**config.mk**
```make
export PLATFORM = sky130hd
export DESIGN_NAME = bingo_game_ctrl
export DESIGN_NICKNAME = d
export VERILOG_FILES = /design/src/rtl/bingo_pkg.sv /design/src/rtl/bingo_card.sv /design/src/rtl/bingo_game_ctrl.sv
export SDC_FILE = /design/constraint.sdc
export NUM_CORES = 1
export LEC_CHECK = 0
export ABC_AREA = 0
export BUFFER_PORTS_ARGS = -buffer_cell sky130_fd_sc_hd__buf_2
export CORE_MARGIN = 5
export CORE_UTILIZATION = 45
export CTS_CLUSTER_DIAMETER = 40
export DETAILED_ROUTE_END_ITERATION = 6
export PLACE_DENSITY = 0.76
export SETUP_SLACK_MARGIN = 0.02
export SLEW_MARGIN = 5
export SYNTH_ARGS = -nofsm -noshare
export SYNTH_HDL_FRONTEND = slang
export SYNTH_SLANG_ARGS = --single-unit
```
**constraint.sdc**
```tcl
create_clock -name clk -period 3 [get_ports clk]
set_input_delay 0.45 -clock clk [delete_from_list [all_inputs] [get_ports clk]]
set_output_delay 0.45 -clock clk [all_outputs]
set_load 0.02 [all_outputs]
```
**src/rtl/bingo_pkg.sv**
```systemverilog
// Shared encodings for the BinGo game sequencer.
package bingo_pkg;

    typedef enum logic [1:0] {
        ST_LOAD  = 2'd0,
        ST_ARMED = 2'd1,
        ST_PLAY  = 2'd2,
        ST_DONE  = 2'd3
    } state_t;

    localparam logic [3:0] KEY_ERASE = 4'hA;
    localparam logic [3:0] KEY_START = 4'hB;
    localparam logic [3:0] DIGIT_MAX = 4'd9;

    // t*10 + n; only meaningful once t has been range-checked
    function automatic logic [6:0] bcd2bin(input logic [3:0] t,
                                           input logic [3:0] n);
        return ({3'b0, t} << 3) + ({3'b0, t} << 1) + {3'b0, n};
    endfunction

endpackage

```
**src/rtl/bingo_card.sv**
```systemverilog
// Player card: entry storage, draw marks, match/duplicate compare, popcount.
module bingo_card
    import bingo_pkg::*;
#(
    parameter int CARD_SIZE = 8
) (
    input  logic                 clk,
    input  logic                 rst,
    input  logic                 clr,
    input  logic                 wr_en,
    input  logic [4:0]           wr_idx,
    input  logic [6:0]           wr_val,
    input  logic                 mark_en,
    input  logic [6:0]           num,
    input  logic [4:0]           count,
    output logic [CARD_SIZE-1:0] match,
    output logic                 dup,
    output logic [CARD_SIZE-1:0] marks,
    output logic [4:0]           hit_count
);

    logic [6:0]           entry_q [CARD_SIZE];
    logic [CARD_SIZE-1:0] marks_q;

    always_ff @(posedge clk or posedge rst) begin
        if (rst) begin
            for (int i = 0; i < CARD_SIZE; i++) entry_q[i] <= '0;
        end else if (clr) begin
            for (int i = 0; i < CARD_SIZE; i++) entry_q[i] <= '0;
        end else if (wr_en) begin
            for (int i = 0; i < CARD_SIZE; i++)
                if (wr_idx == 5'(i)) entry_q[i] <= wr_val;
        end
    end

    always_ff @(posedge clk or posedge rst) begin
        if (rst)
            marks_q <= '0;
        else if (clr)
            marks_q <= '0;
        else if (mark_en)
            marks_q <= marks_q | match;
    end

    // Entries at or above count are stale after an erase and never match
    always_comb begin
        match     = '0;
        hit_count = '0;
        for (int i = 0; i < CARD_SIZE; i++) begin
            match[i]  = (5'(i) < count) && (entry_q[i] == num);
            hit_count = hit_count + 5'(marks_q[i]);
        end
    end

    assign dup   = |match;
    assign marks = marks_q;

endmodule

```
**src/rtl/bingo_game_ctrl.sv**
```systemverilog
// BinGo sequencer: key event decode, number assembly and game FSM.
module bingo_game_ctrl
    import bingo_pkg::*;
#(
    parameter int CARD_SIZE = 8,
    parameter int MAX_NUM   = 75
) (
    input  logic                 clk,
    input  logic                 rst,
    input  logic [1:0]           key_count,
    input  logic [7:0]           key_pair,
    output logic [1:0]           state,
    output logic [4:0]           card_count,
    output logic [CARD_SIZE-1:0] marks,
    output logic [4:0]           hit_count,
    output logic [6:0]           last_num,
    output logic                 hit,
    output logic                 reject,
    output logic                 bingo
);

    state_t               state_q, state_d;
    logic [1:0]           kc_q;
    logic [4:0]           cnt_q, cnt_d;
    logic [6:0]           last_q, last_d;
    logic                 hit_q, hit_d, rej_q, rej_d;
    logic                 clr, wr_en, mark_en, dup;
    logic [CARD_SIZE-1:0] match, fresh;
    logic [3:0]           t, n;
    logic [6:0]           v;
    logic                 ev, pair, digit, all_marked;
    logic                 is_start, is_erase, is_bad;
    logic                 is_first, is_oor, is_num;

    assign t     = key_pair[7:4];
    assign n     = key_pair[3:0];
    assign v     = bcd2bin(t, n);
    assign ev    = key_count != kc_q;
    assign pair  = key_count == 2'd2;
    assign digit = n <= DIGIT_MAX;

    // Mutually exclusive event classes
    assign is_start = n == KEY_START;
    assign is_erase = n == KEY_ERASE;
    assign is_bad   = n > KEY_START;
    assign is_first = digit && !pair;
    assign is_oor   = digit && pair &&
                      (t > DIGIT_MAX || v == 7'd0 || v > 7'(MAX_NUM));
    assign is_num   = digit && pair && !is_oor;

    assign fresh      = match & ~marks;
    assign all_marked = &(marks | match);

    always_comb begin
        state_d = state_q;
        cnt_d   = cnt_q;
        last_d  = last_q;
        hit_d   = 1'b0;
        rej_d   = 1'b0;
        clr     = 1'b0;
        wr_en   = 1'b0;
        mark_en = 1'b0;
        if (ev) begin
            unique case (1'b1)
                is_start: begin
                    case (state_q)
                        ST_LOAD:  rej_d = 1'b1;
                        ST_ARMED: state_d = ST_PLAY;
                        ST_DONE: begin
                            state_d = ST_LOAD;
                            cnt_d   = '0;
                            last_d  = '0;
                            clr     = 1'b1;
                        end
                        default: ;
                    endcase
                end
                is_erase: begin
                    if (state_q == ST_LOAD && cnt_q != 5'd0) begin
                        cnt_d = cnt_q - 5'd1;
                    end else if (state_q == ST_ARMED) begin
                        cnt_d   = cnt_q - 5'd1;
                        state_d = ST_LOAD;
                    end else begin
                        rej_d = 1'b1;
                    end
                end
                is_bad, is_oor: rej_d = 1'b1;
                is_first: ;
                is_num: begin
                    case (state_q)
                        ST_LOAD: begin
                            if (dup) begin
                                rej_d = 1'b1;
                            end else begin
                                wr_en  = 1'b1;
                                cnt_d  = cnt_q + 5'd1;
                                last_d = v;
                                if (cnt_q + 5'd1 == 5'(CARD_SIZE))
                                    state_d = ST_ARMED;
                            end
                        end
                        ST_ARMED: rej_d = 1'b1;
                        ST_PLAY: begin
                            mark_en = 1'b1;
                            last_d  = v;
                            hit_d   = |fresh;
                            if (all_marked) state_d = ST_DONE;
                        end
                        default: ;
                    endcase
                end
                default: ;
            endcase
        end
    end

    always_ff @(posedge clk or posedge rst) begin
        if (rst) begin
            state_q <= ST_LOAD;
            kc_q    <= '0;
            cnt_q   <= '0;
            last_q  <= '0;
            hit_q   <= 1'b0;
            rej_q   <= 1'b0;
        end else begin
            state_q <= state_d;
            kc_q    <= key_count;
            cnt_q   <= cnt_d;
            last_q  <= last_d;
            hit_q   <= hit_d;
            rej_q   <= rej_d;
        end
    end

    bingo_card #(
        .CARD_SIZE(CARD_SIZE)
    ) u_card (
        .clk      (clk),
        .rst      (rst),
        .clr      (clr),
        .wr_en    (wr_en),
        .wr_idx   (cnt_q),
        .wr_val   (v),
        .mark_en  (mark_en),
        .num      (v),
        .count    (cnt_q),
        .match    (match),
        .dup      (dup),
        .marks    (marks),
        .hit_count(hit_count)
    );

    assign state      = state_q;
    assign card_count = cnt_q;
    assign last_num   = last_q;
    assign hit        = hit_q;
    assign reject     = rej_q;
    assign bingo      = state_q == ST_DONE;

endmodule

```
==> results.json, run 1 <==
{
  "start_kind": "input port",
  "final_common_cell": "buf_4",
  "critPathMaxFanout": 7,
  "regArea_mm2": 0.00205,
  "globalplace.congestion": 0.940,
  "p_int_mw": 2.67,
  "skew_ns": 0.00912,
  "yosysWarnings": 0,
  "ant_nets": 0,
  "synth_area_mm2": 0.00550,
  "ys_seq_area_share_pct": 37.3,
  "grt.total_usage_pct": 21.6,
  "clk_latency_ns": 0.35,
  "placed_area_mm2": 0.00669,
  "vias": 4771,
  "clock_path_buffers": 2,
  "power_frac_seq_pct": 33.0,
  "pwr-share-comb_pct": 42.9,
  "outcome": "complete, but fails checks",
  "nFillCells": 879,
  "slew_headroom_pct": 57.1,
  "grt_max_degree": 65,
  "antenna_found_initial": 0,
  "drt_iter0_markers": 400,
  "worstSetupPathType": "input port to flip-flop",
  "clkPwrFrac_pct": 24.1,
  "grt_setup_unrepaired": "true",
  "drive_gt1_share_pct": 38.0,
  "leakage_nw": 3.32,
  "grt_pass1_wl_um": 25200,
  "switching_share_pct": 37.9,
  "yosys-top-cells-area": "dfrtp_1 37%, mux2i_1 10%, xnor2_1 7.8%",
  "cp.arrival_ns": 3.79,
  "firstDrtPassIters": 5,
  "numPortBuffers": 40,
  "antennaDiodeCount": 0,
  "critPathRequiredTime_ns": 3.23,
  "drc": 0,
  "nets": 710,
  "worstMarginPinSlew_ns": 0.643,
  "critPathSlowestCell": "fa_2",
  "hp-class": "input port to asynchronous set/reset pin",
  "drv_cap": 0,
  "path_cells": "buf_8, fa_2, fa_2, buf_12, buf_12, xnor2_1, nand4_1, a21oi_2, nand4b_1, o2111ai_4, or3_4, a211o_4, a22o_1",
  "cts_tree": "yes",
  "netlist_instances": 540,
  "violations": "negative setup slack",
  "viasPerCell": 5.76,
  "synth_top_flop_cell": "dfrtp_1",
  "syn_area_per_cell_um2": 10.2,
  "syn_to_final_growth_pct": 37.4,
  "hold_viol_final": 0,
  "synth_cell_types": 68,
  "layout.cells.non_filler": 828,
  "slowest_delay_ns": 0.58,
  "path_clk_slew_ns": 0.07,
  "htreeDepth": 3,
  "synth_top_area_share_pct": 37.3,
  "cts-root-buf": "clkbuf_16",
  "switching_power_mw": 1.63,
  "boundaryPins": 42,
  "cp-end-kind": "flip-flop",
  "synthArstFlopShare_pct": 100,
  "grt_remaining_overflow": 0,
  "die_w_um": 121,
  "fp-row-count": 40,
  "min_period_ns": 3.56,
  "multi_input_area_mm2": 0.00360,
  "grt_pass1_vias": 4942,
  "place.detailed.hpwl_um": 10500,
  "synth_seq_cells": 82,
  "drv_slew": 0,
  "cts_num_sinks": 82,
  "hold_buffers": 0,
  "clock.fmax_mhz": 281,
  "fin_area_mm2": 0.00756,
  "cts_buffers": 9,
  "start_util_pct": 45.8,
  "syn-num-nets": 574,
  "dpl.cell_count": 784,
  "ir_drop_mv": 0.329,
  "die_area_mm2": 0.0145,
  "layout_common_cells": "88 x buf_4, 81 x nor2_1, 80 x dfrtp_1, 51 x mux2i_1, 45 x xnor2_1",
  "fin_ws_ns": -0.563,
  "totalWireLength_um": 16000,
  "cellPowerDensity_mw_per_mm2": 569,
  "setup_viol": 83,
  "fp.coreArea_mm2": 0.0120,
  "wire_per_inst_um": 19.3,
  "synth_top_area_cell": "dfrtp_1",
  "die_h_um": 121,
  "period_share_pct": 119,
  "synth_edf_count": 0
}
stage by stage:
stage	util [%]	hold slack, ns	TNS [ns]	total power [mW]	setup WS, ns
finish	63.0	0.164	-32.34	4.30	-0.563
global route	63.0	0.220	-40.28	4.50	-0.609
CTS	61.1	0.183	-29.43	4.19	-0.521
detailed placement	55.7	0.493	-70.67	3.07	-1.02
global placement	55.7	0.492	-65.01	3.01	-0.943
floorplan	-	0.481	-28.81	2.48	-0.577
synthesized netlist by cell type, types with 2 or more instances:
cell / number
ha_1: 16
nor2_1: 84
mux2i_1: 55
or4_1: 3
buf_6: 3
xnor2_1: 49
nand4_1: 4
xor2_1: 15
buf_1: 3
o21a_1: 2
nor3_1: 6
o21ai_0: 13
and2_1: 3
buf_2: 9
and3_1: 4
o211ai_2: 2
dfrtp_1: 82
mux2_1: 2
nor2b_1: 2
inv_1: 21
o22ai_1: 5
a211oi_1: 4
or3_1: 3
a21oi_1: 21
a221oi_1: 2
nand3_1: 14
and4_1: 3
o211ai_1: 3
xnor3_1: 7
nand2_1: 17
clkbuf_1: 14
fa_1: 6
nand2b_1: 2
nand4b_1: 2
o221ai_1: 2
nor4_4: 8
o2111ai_1: 6
buf_4: 4
xnor2_2: 2
a22o_1: 6
nor4_1: 3
o211a_1: 2
what timing repair did:
| item | CTS | global route |
|---|---|---|
| resized for setup | 39 | 29 |
| pin swaps | 27 | 31 |
| setup endpoints to repair | 83 | 83 |
| buffers inserted | 19 | 17 |
metal layers:
layer | track usage, % | routed length (um)
met3 | 3.51 | 704
met1 | 27.2 | 6700
met2 | 36.9 | 8070
met4 | 9.14 | 494
met5 | 0 | 0
critical path: cells and delay by family:
family / cells / cell delay [ns]
and+or+nand+nor: 3 / 0.82
adders and majority gates: 2 / 1.09
buffers and inverters: 3 / 0.39
AOI/OAI and AO/OA: 4 / 0.90
xor gates and xnor gates: 1 / 0.12
kinds of logic (layout without fill, tap and decap cells):
logic type / Yosys count / in the layout / share of synthesized area [%]
flops: 82 / 82 / 37.3
compound gates: 81 / 81 / 10.7
fa+ha+maj: 22 / 22 / 5.82
mux: 57 / 57 / 10.4
simple gates: 168 / 168 / 17.1
other cells: 1 / 1 / 0.0681
buf+inv: 55 / 196 / 4.64
xor+xnor: 74 / 74 / 13.9
power groups by stage:
stage,combinational [mW],clock [mW],sequential [mW]
2_1_floorplan,0.980,0,1.50
3_3_place_gp,1.59,0,1.42
3_5_place_dp,1.64,0,1.43
4_1_cts,1.74,1.04,1.41
5_1_grt,1.97,1.09,1.44
6_report,1.85,1.04,1.42
area by class of cell:
type / instances / area share, %
Inverter: 22 / 1.11
Clock buffer: 10 / 3.03
Tap cell: 147 / 2.43
Timing Repair Buffer: 158 / 18.1
Multi-Input combinational cell: 403 / 47.6
Clock inverter: 6 / 0.579
Sequential cell: 82 / 27.2
state kept, by name (all words and copies together), names as in the netlist:
| name | count |
|---|---|
| u_card.marks | 8 |
| card_count | 5 |
| state | 2 |
| hit | 1 |
| kc_q | 2 |
| reject | 1 |
| last_num | 7 |
| u_card.entry_q | 56 |
worst paths after layout:
check                         startpoint                 end  slack, ns  cells after the start
setup / recovery             key_pair[4]         last_num[2]      -0.56                     13
min in group clk            key_count[1]             kc_q[1]       0.25                      1
max in group asynchronous            rst     u_card.marks[0]       1.98                      3
hold / removal                       rst  u_card.entry_q[19]       0.16                      2
setup reg to reg           card_count[3]         last_num[2]      -0.01                      8
hold reg to reg              last_num[3]         last_num[3]       0.51                      1
Note: power is estimated with default switching activity, not from simulation.
==> inputs of run 2 (changes only) <==
Settings changed: ABC_AREA 0 to 1.
Clock period 3 ns to 2.9 ns, I/O delays scaled along.
==> results.json, run 2 <==
{
  "outcome": "complete, but fails checks",
  "violations": "negative setup slack",
  "path_clk_slew_ns": 0.07,
  "clock.fmax_mhz": 283,
  "totalWireLength_um": 17100,
  "cts-root-buf": "clkbuf_16",
  "power_mw": 3.98,
  "place.detailed.hpwl_um": 10400,
  "worstSetupPathType": "flip-flop to output port",
  "synth_top_area_cell": "dfrtp_1",
  "synthArstFlopShare_pct": 100,
  "hp-class": "input port to asynchronous set/reset pin",
  "drv_slew": 0,
  "slew_headroom_pct": 37.8,
  "nets": 843,
  "cts_num_sinks": 82,
  "cts_tree": "yes",
  "vias": 5342,
  "grt_max_degree": 46,
  "hold_viol_final": 0,
  "synth_edf_count": 0,
  "drv_cap": 0,
  "syn_area_per_cell_um2": 7.62,
  "fin_tns_setup_ns": -12.70,
  "die_h_um": 119,
  "synth_seq_cells": 82,
  "synth_cell_types": 40,
  "wire_per_inst_um": 17.8,
  "start_util_pct": 46.3,
  "numPortBuffers": 40,
  "drc": 0,
  "ys_seq_area_share_pct": 38.3,
  "cellPowerDensity_mw_per_mm2": 533,
  "die_w_um": 119,
  "hold_buffers": 0,
  "synth_top_flop_cell": "dfrtp_1",
  "leakage_nw": 3.48,
  "cp.arrival_ns": 3.10,
  "ant_nets": 0,
  "r2r_slack_ns": 0.35,
  "htreeDepth": 3,
  "yosys-top-cells-area": "dfrtp_1 38%, nand2_1 12%, nand3_1 9.1%",
  "globalplace.congestion": 0.907,
  "placed_area_mm2": 0.00634,
  "clk_latency_ns": 0.36,
  "largest_reg_flops": 56,
  "cp-end-kind": "output port",
  "grt_pass1_vias": 5304,
  "critPathMaxFanout": 2,
  "yosysWarnings": 0,
  "drive_gt1_share_pct": 39.3,
  "syn-num-nets": 737,
  "grt_setup_unrepaired": "true",
  "hold_ws_ns": 0.169,
  "syn_to_final_growth_pct": 39.4,
  "viasPerCell": 5.58,
  "final_common_cell": "nand2_1",
  "drt_iter0_markers": 473,
  "grt.total_usage_pct": 24.0,
  "clock_path_buffers": 2,
  "grt_pass1_wl_um": 27400,
  "synth.most_common_cell": "nand2_1",
  "synth_area_mm2": 0.00536,
  "synth_top_area_share_pct": 38.3,
  "cts_buffers": 9,
  "ir_drop_mv": 0.287,
  "fin_ws_ns": -0.638,
  "skew_ns": 0.0129,
  "netlist_instances": 703,
  "setup_viol": 75,
  "utilization_pct": 64.6,
  "synthTopCellsByCount": "165 x nand2_1, 97 x nand3_1, 82 x dfrtp_1",
  "layout_common_cells": "137 x nand2_1, 80 x dfrtp_1, 70 x inv_1, 63 x nand3_2, 56 x buf_4",
  "period_share_pct": 122,
  "min_period_ns": 3.54,
  "start_kind": "flip-flop",
  "fin_area_mm2": 0.00747,
  "die_area_mm2": 0.0142,
  "fp-row-count": 39,
  "grt_remaining_overflow": 0,
  "regMostFlops": "u_card.entry_q",
  "timing.rr.start": "card_count[1]",
  "boundaryPins": 42,
  "antenna_found_initial": 0,
  "crit_start": "u_card.marks[0]",
  "crit_end": "hit_count[1]",
  "fp.coreArea_mm2": 0.0116,
  "critPathRequiredTime_ns": 2.47,
  "antennaDiodeCount": 0,
  "reg2reg_depth": 13,
  "r2r_end": "u_card.entry_q[48]",
  "firstDrtPassIters": 5,
  "worstMarginPinSlew_ns": 0.926
}
## run 2: area by class of cell
cell class | instances | area (um^2)
fillers | 861 | 4100
multi-input cells | 527 | 3740
flip-flops and latches | 82 | 2050
repair buffers | 112 | 925
inverters | 77 | 290
clock buffers | 10 | 229
well taps | 143 | 179
clock inverters | 6 | 50.0
## run 2: worst min-delay path by stage
stage,endpoint,cells after the start,slack (ns)
finish,u_card.entry_q[9],2,0.17
global route,kc_q[0],1,0.21
CTS,u_card.entry_q[53],2,0.19
detailed placement,last_num[3],2,0.47
global placement,last_num[3],2,0.46
floorplan,kc_q[0],0,0.47
## run 2: critical path: stages (launching register included)
cell,delay (ns)
dfrtp_2,0.42
ha_4,0.27
inv_2,0.03
fa_1,0.45
fa_1,0.51
inv_2,0.05
fa_2,0.37
inv_2,0.07
fa_2,0.42
inv_2,0.06
buf_6,0.10
## run 2: kinds of logic after synthesis
family,share of synthesized area (%)
adder cells (fa/ha/maj),5.98
flip-flops,38.3
other,0.0700
buffers and inverters,8.76
AND/OR/NAND/NOR,30.8
AO/OA/AOI/OAI,10.8
XOR/XNOR,5.23
## run 2: what timing repair did
item / 4_1_cts / 5_1_grt
resized for setup: 56 / 101
gates cloned: 11 / 1
setup endpoints to repair: 75 / 84
setup buffers: 9 / 3
pin swaps: 16 / 31
## run 2: layer usage
metal / GRT usage (%) / routed length [um] / part of all wire, % / vias to the layer above
li1: - / - / - / 2504
met1: 30.5 / 6830 / 40 / 2552
met2: 39.8 / 8460 / 50 / 238
met3: 5.26 / 1290 / 7.6 / 48
met4: 9.49 / 473 / 2.8 / 0
met5: 0 / 0 / 0 / -
## run 2: stage by stage
stage / cells / worst slack [ns]
floorplan: 703 / -0.218
global placement: 921 / -0.536
detailed placement: 921 / -0.608
CTS: 955 / -0.639
global route: 957 / -0.705
finish: 957 / -0.638
## run 2: power by group
part | switching, mW | internal, mW | total [mW] | leakage, nW
Sequential | 0.176 | 1.29 | 1.47 | 1.12
Combinational | 0.869 | 0.552 | 1.42 | 2.24
Clock | 0.506 | 0.589 | 1.10 | 0.130
Total | 1.55 | 2.43 | 3.98 | 3.48
==> inputs of run 3 (changes only) <==
Settings changed: SYNTH_HIERARCHICAL from default to 1.
==> results.json, run 3 <==
{
  "outcome": "complete, but fails checks",
  "violations": "negative setup slack",
  "layout_common_cells": "153 x nand2_1, 86 x inv_1, 80 x dfrtp_1, 78 x buf_4, 48 x nand2_2",
  "drv_slew": 0,
  "syn_to_final_growth_pct": 42.6,
  "hp-class": "input port to flip-flop",
  "grt_pass1_vias": 5112,
  "crit_family": "simple AND/OR/NAND/NOR gates",
  "final_common_cell": "nand2_1",
  "skew_ns": 0.00636,
  "htreeDepth": 3,
  "worstSetupPathType": "input port to flip-flop",
  "ir_drop_mv": 0.347,
  "synth_top_area_cell": "dfrtp_1",
  "synthTopCellsByCount": "218 x nand2_1, 92 x inv_1, 82 x dfrtp_1",
  "ys_seq_area_share_pct": 37.8,
  "vias": 5690,
  "drt_iter0_markers": 515,
  "cellPowerDensity_mw_per_mm2": 806,
  "largest_reg_flops": 56,
  "grt_setup_unrepaired": "true",
  "place_ws_ns": -0.936,
  "leakage_nw": 3.93,
  "synth_area_mm2": 0.00543,
  "synth.most_common_cell": "nand2_1",
  "numPortBuffers": 40,
  "critPathRequiredTime_ns": 3.11,
  "synthArstFlopShare_pct": 100,
  "cts-root-buf": "clkbuf_16",
  "synth_cell_types": 41,
  "drc": 0,
  "slew_headroom_pct": 42.2,
  "critPathSlowestCell": "fa_2",
  "grt_max_degree": 65,
  "wire_per_inst_um": 18.4,
  "die_w_um": 120,
  "path_clk_slew_ns": 0.06,
  "cp-end-kind": "flip-flop",
  "min_period_ns": 3.65,
  "drive_gt1_share_pct": 40.1,
  "cts_num_sinks": 82,
  "grt_pass1_wl_um": 26000,
  "grt_remaining_overflow": 0,
  "clk_latency_ns": 0.35,
  "synth_edf_count": 0,
  "die_area_mm2": 0.0144,
  "ant_nets": 0,
  "cp.arrival_ns": 3.86,
  "slowest_delay_ns": 0.63,
  "hold_viol_final": 0,
  "cp_num_buf_inv": 7,
  "netlist_instances": 724,
  "fin_ws_ns": -0.748,
  "antenna_found_initial": 0,
  "start_kind": "input port",
  "antennaDiodeCount": 0,
  "nets": 897,
  "nFillCells": 842,
  "yosys-top-cells-area": "dfrtp_1 38%, nand2_1 15%, inv_1 6.4%",
  "viasPerCell": 5.59,
  "firstDrtPassIters": 6,
  "critPathMaxFanout": 7,
  "synth_top_flop_cell": "dfrtp_1",
  "clock.fmax_mhz": 274,
  "grt.total_usage_pct": 22.9,
  "period_share_pct": 126,
  "setup_viol": 82,
  "worstMarginPinSlew_ns": 0.867,
  "boundaryPins": 42,
  "fp.coreArea_mm2": 0.0119,
  "die_h_um": 120,
  "synth_top_area_share_pct": 37.8,
  "drv_cap": 0,
  "globalplace.congestion": 0.940,
  "synth_seq_cells": 82,
  "cts_tree": "yes",
  "syn-num-nets": 756,
  "cts_buffers": 9,
  "syn_area_per_cell_um2": 7.50,
  "clock_path_buffers": 2,
  "crit_top_cell": "nand2_1",
  "fp-row-count": 40,
  "start_util_pct": 45.6,
  "utilization_pct": 65.0,
  "place.detailed.hpwl_um": 10900,
  "totalWireLength_um": 18700,
  "yosysWarnings": 6,
  "fin_tns_setup_ns": -49.36,
  "regMostFlops": "u_card/entry_q"
}
==> run 3: cell types whose count changed after synthesis, moves of 8 or more <==
cell and change:
o21ai_0 -13, xnor2_1 +22, nand2_1 +53, nand2_4 -8, inv_2 +14, xor2_1 -11, nand3_1 -71, inv_1 +16
==> run 3: final timing paths <==
| check | from | slack [ns] | end | depth (start not counted) |
|---|---|---|---|---|
| setup / recovery | key_pair[4] | -0.75 | u_card/entry_q[14] | 25 |
| hold / removal | key_count[1] | 0.23 | kc_q[1] | 1 |
| setup reg to reg | card_count[0] | 0.16 | u_card/entry_q[14] | 15 |
| hold reg to reg | last_num[6] | 0.49 | last_num[6] | 2 |
| max in group asynchronous | rst | 1.90 | u_card/marks[0] | 3 |
| min in group asynchronous | rst | 0.25 | state[0] | 2 |
==> run 3: cells by family after synthesis <==
| logic type | Yosys count | share of synthesized area, % |
|---|---|---|
| compound gates | 112 | 12.3 |
| xor+xnor | 44 | 7.23 |
| fa+ha+maj | 20 | 5.44 |
| buf+inv | 130 | 10.7 |
| flops | 82 | 37.8 |
| other cells | 1 | 0.0690 |
| simple gates | 335 | 26.5 |
==> run 3: final cells by class <==
cell class,count,area (um^2),share of cell area (%)
flip-flops and latches,82,2050,26.5
inverters,113,474,6.12
repair inverters,2,13.8,0.178
repair buffers,143,1230,15.9
well taps,147,184,2.37
clock buffers,12,267,3.44
multi-input cells,514,3470,44.8
clock inverters,4,48.8,0.630
==> run 3: per-layer routing <==
| metal | part of all wire [%] | track usage, % | wire length (um) | vias up |
|---|---|---|---|---|
| met5 | 0 | 0 | 0 | - |
| met4 | 4.0 | 9.38 | 747 | 0 |
| met3 | 7.5 | 4.29 | 1390 | 72 |
| met2 | 51 | 38.3 | 9440 | 323 |
| met1 | 38 | 29.2 | 7090 | 2738 |
| li1 | - | - | - | 2557 |
==> run 3: timing repair <==
action / 4_1_cts / 5_1_grt
cloned: 4 / 3
pin swaps: 13 / 38
setup buffers: 20 / 12
hold buffers: 0 / 0
resized for setup: 42 / 147
endpoints found under the setup margin: 83 / 83
==> run 3: metrics by stage <==
| step | hold WS, ns | cell area, um^2 | cells | power [mW] |
|---|---|---|---|---|
| finish | 0.228 | 7740 | 1017 | 6.24 |
| global route | 0.226 | 7740 | 1017 | 6.61 |
| CTS | 0.225 | 7070 | 1003 | 5.72 |
| detailed placement | 0.482 | 6370 | 963 | 4.34 |
| global placement | 0.478 | 6370 | 963 | 4.25 |
| floorplan | 0.374 | 5530 | 724 | 3.54 |
==> run 3: power breakdown <==
part / internal [mW] / switching, mW
Combinational: 1.36 / 1.81
Clock: 0.736 / 0.485
Sequential: 1.49 / 0.364
Total: 3.58 / 2.66
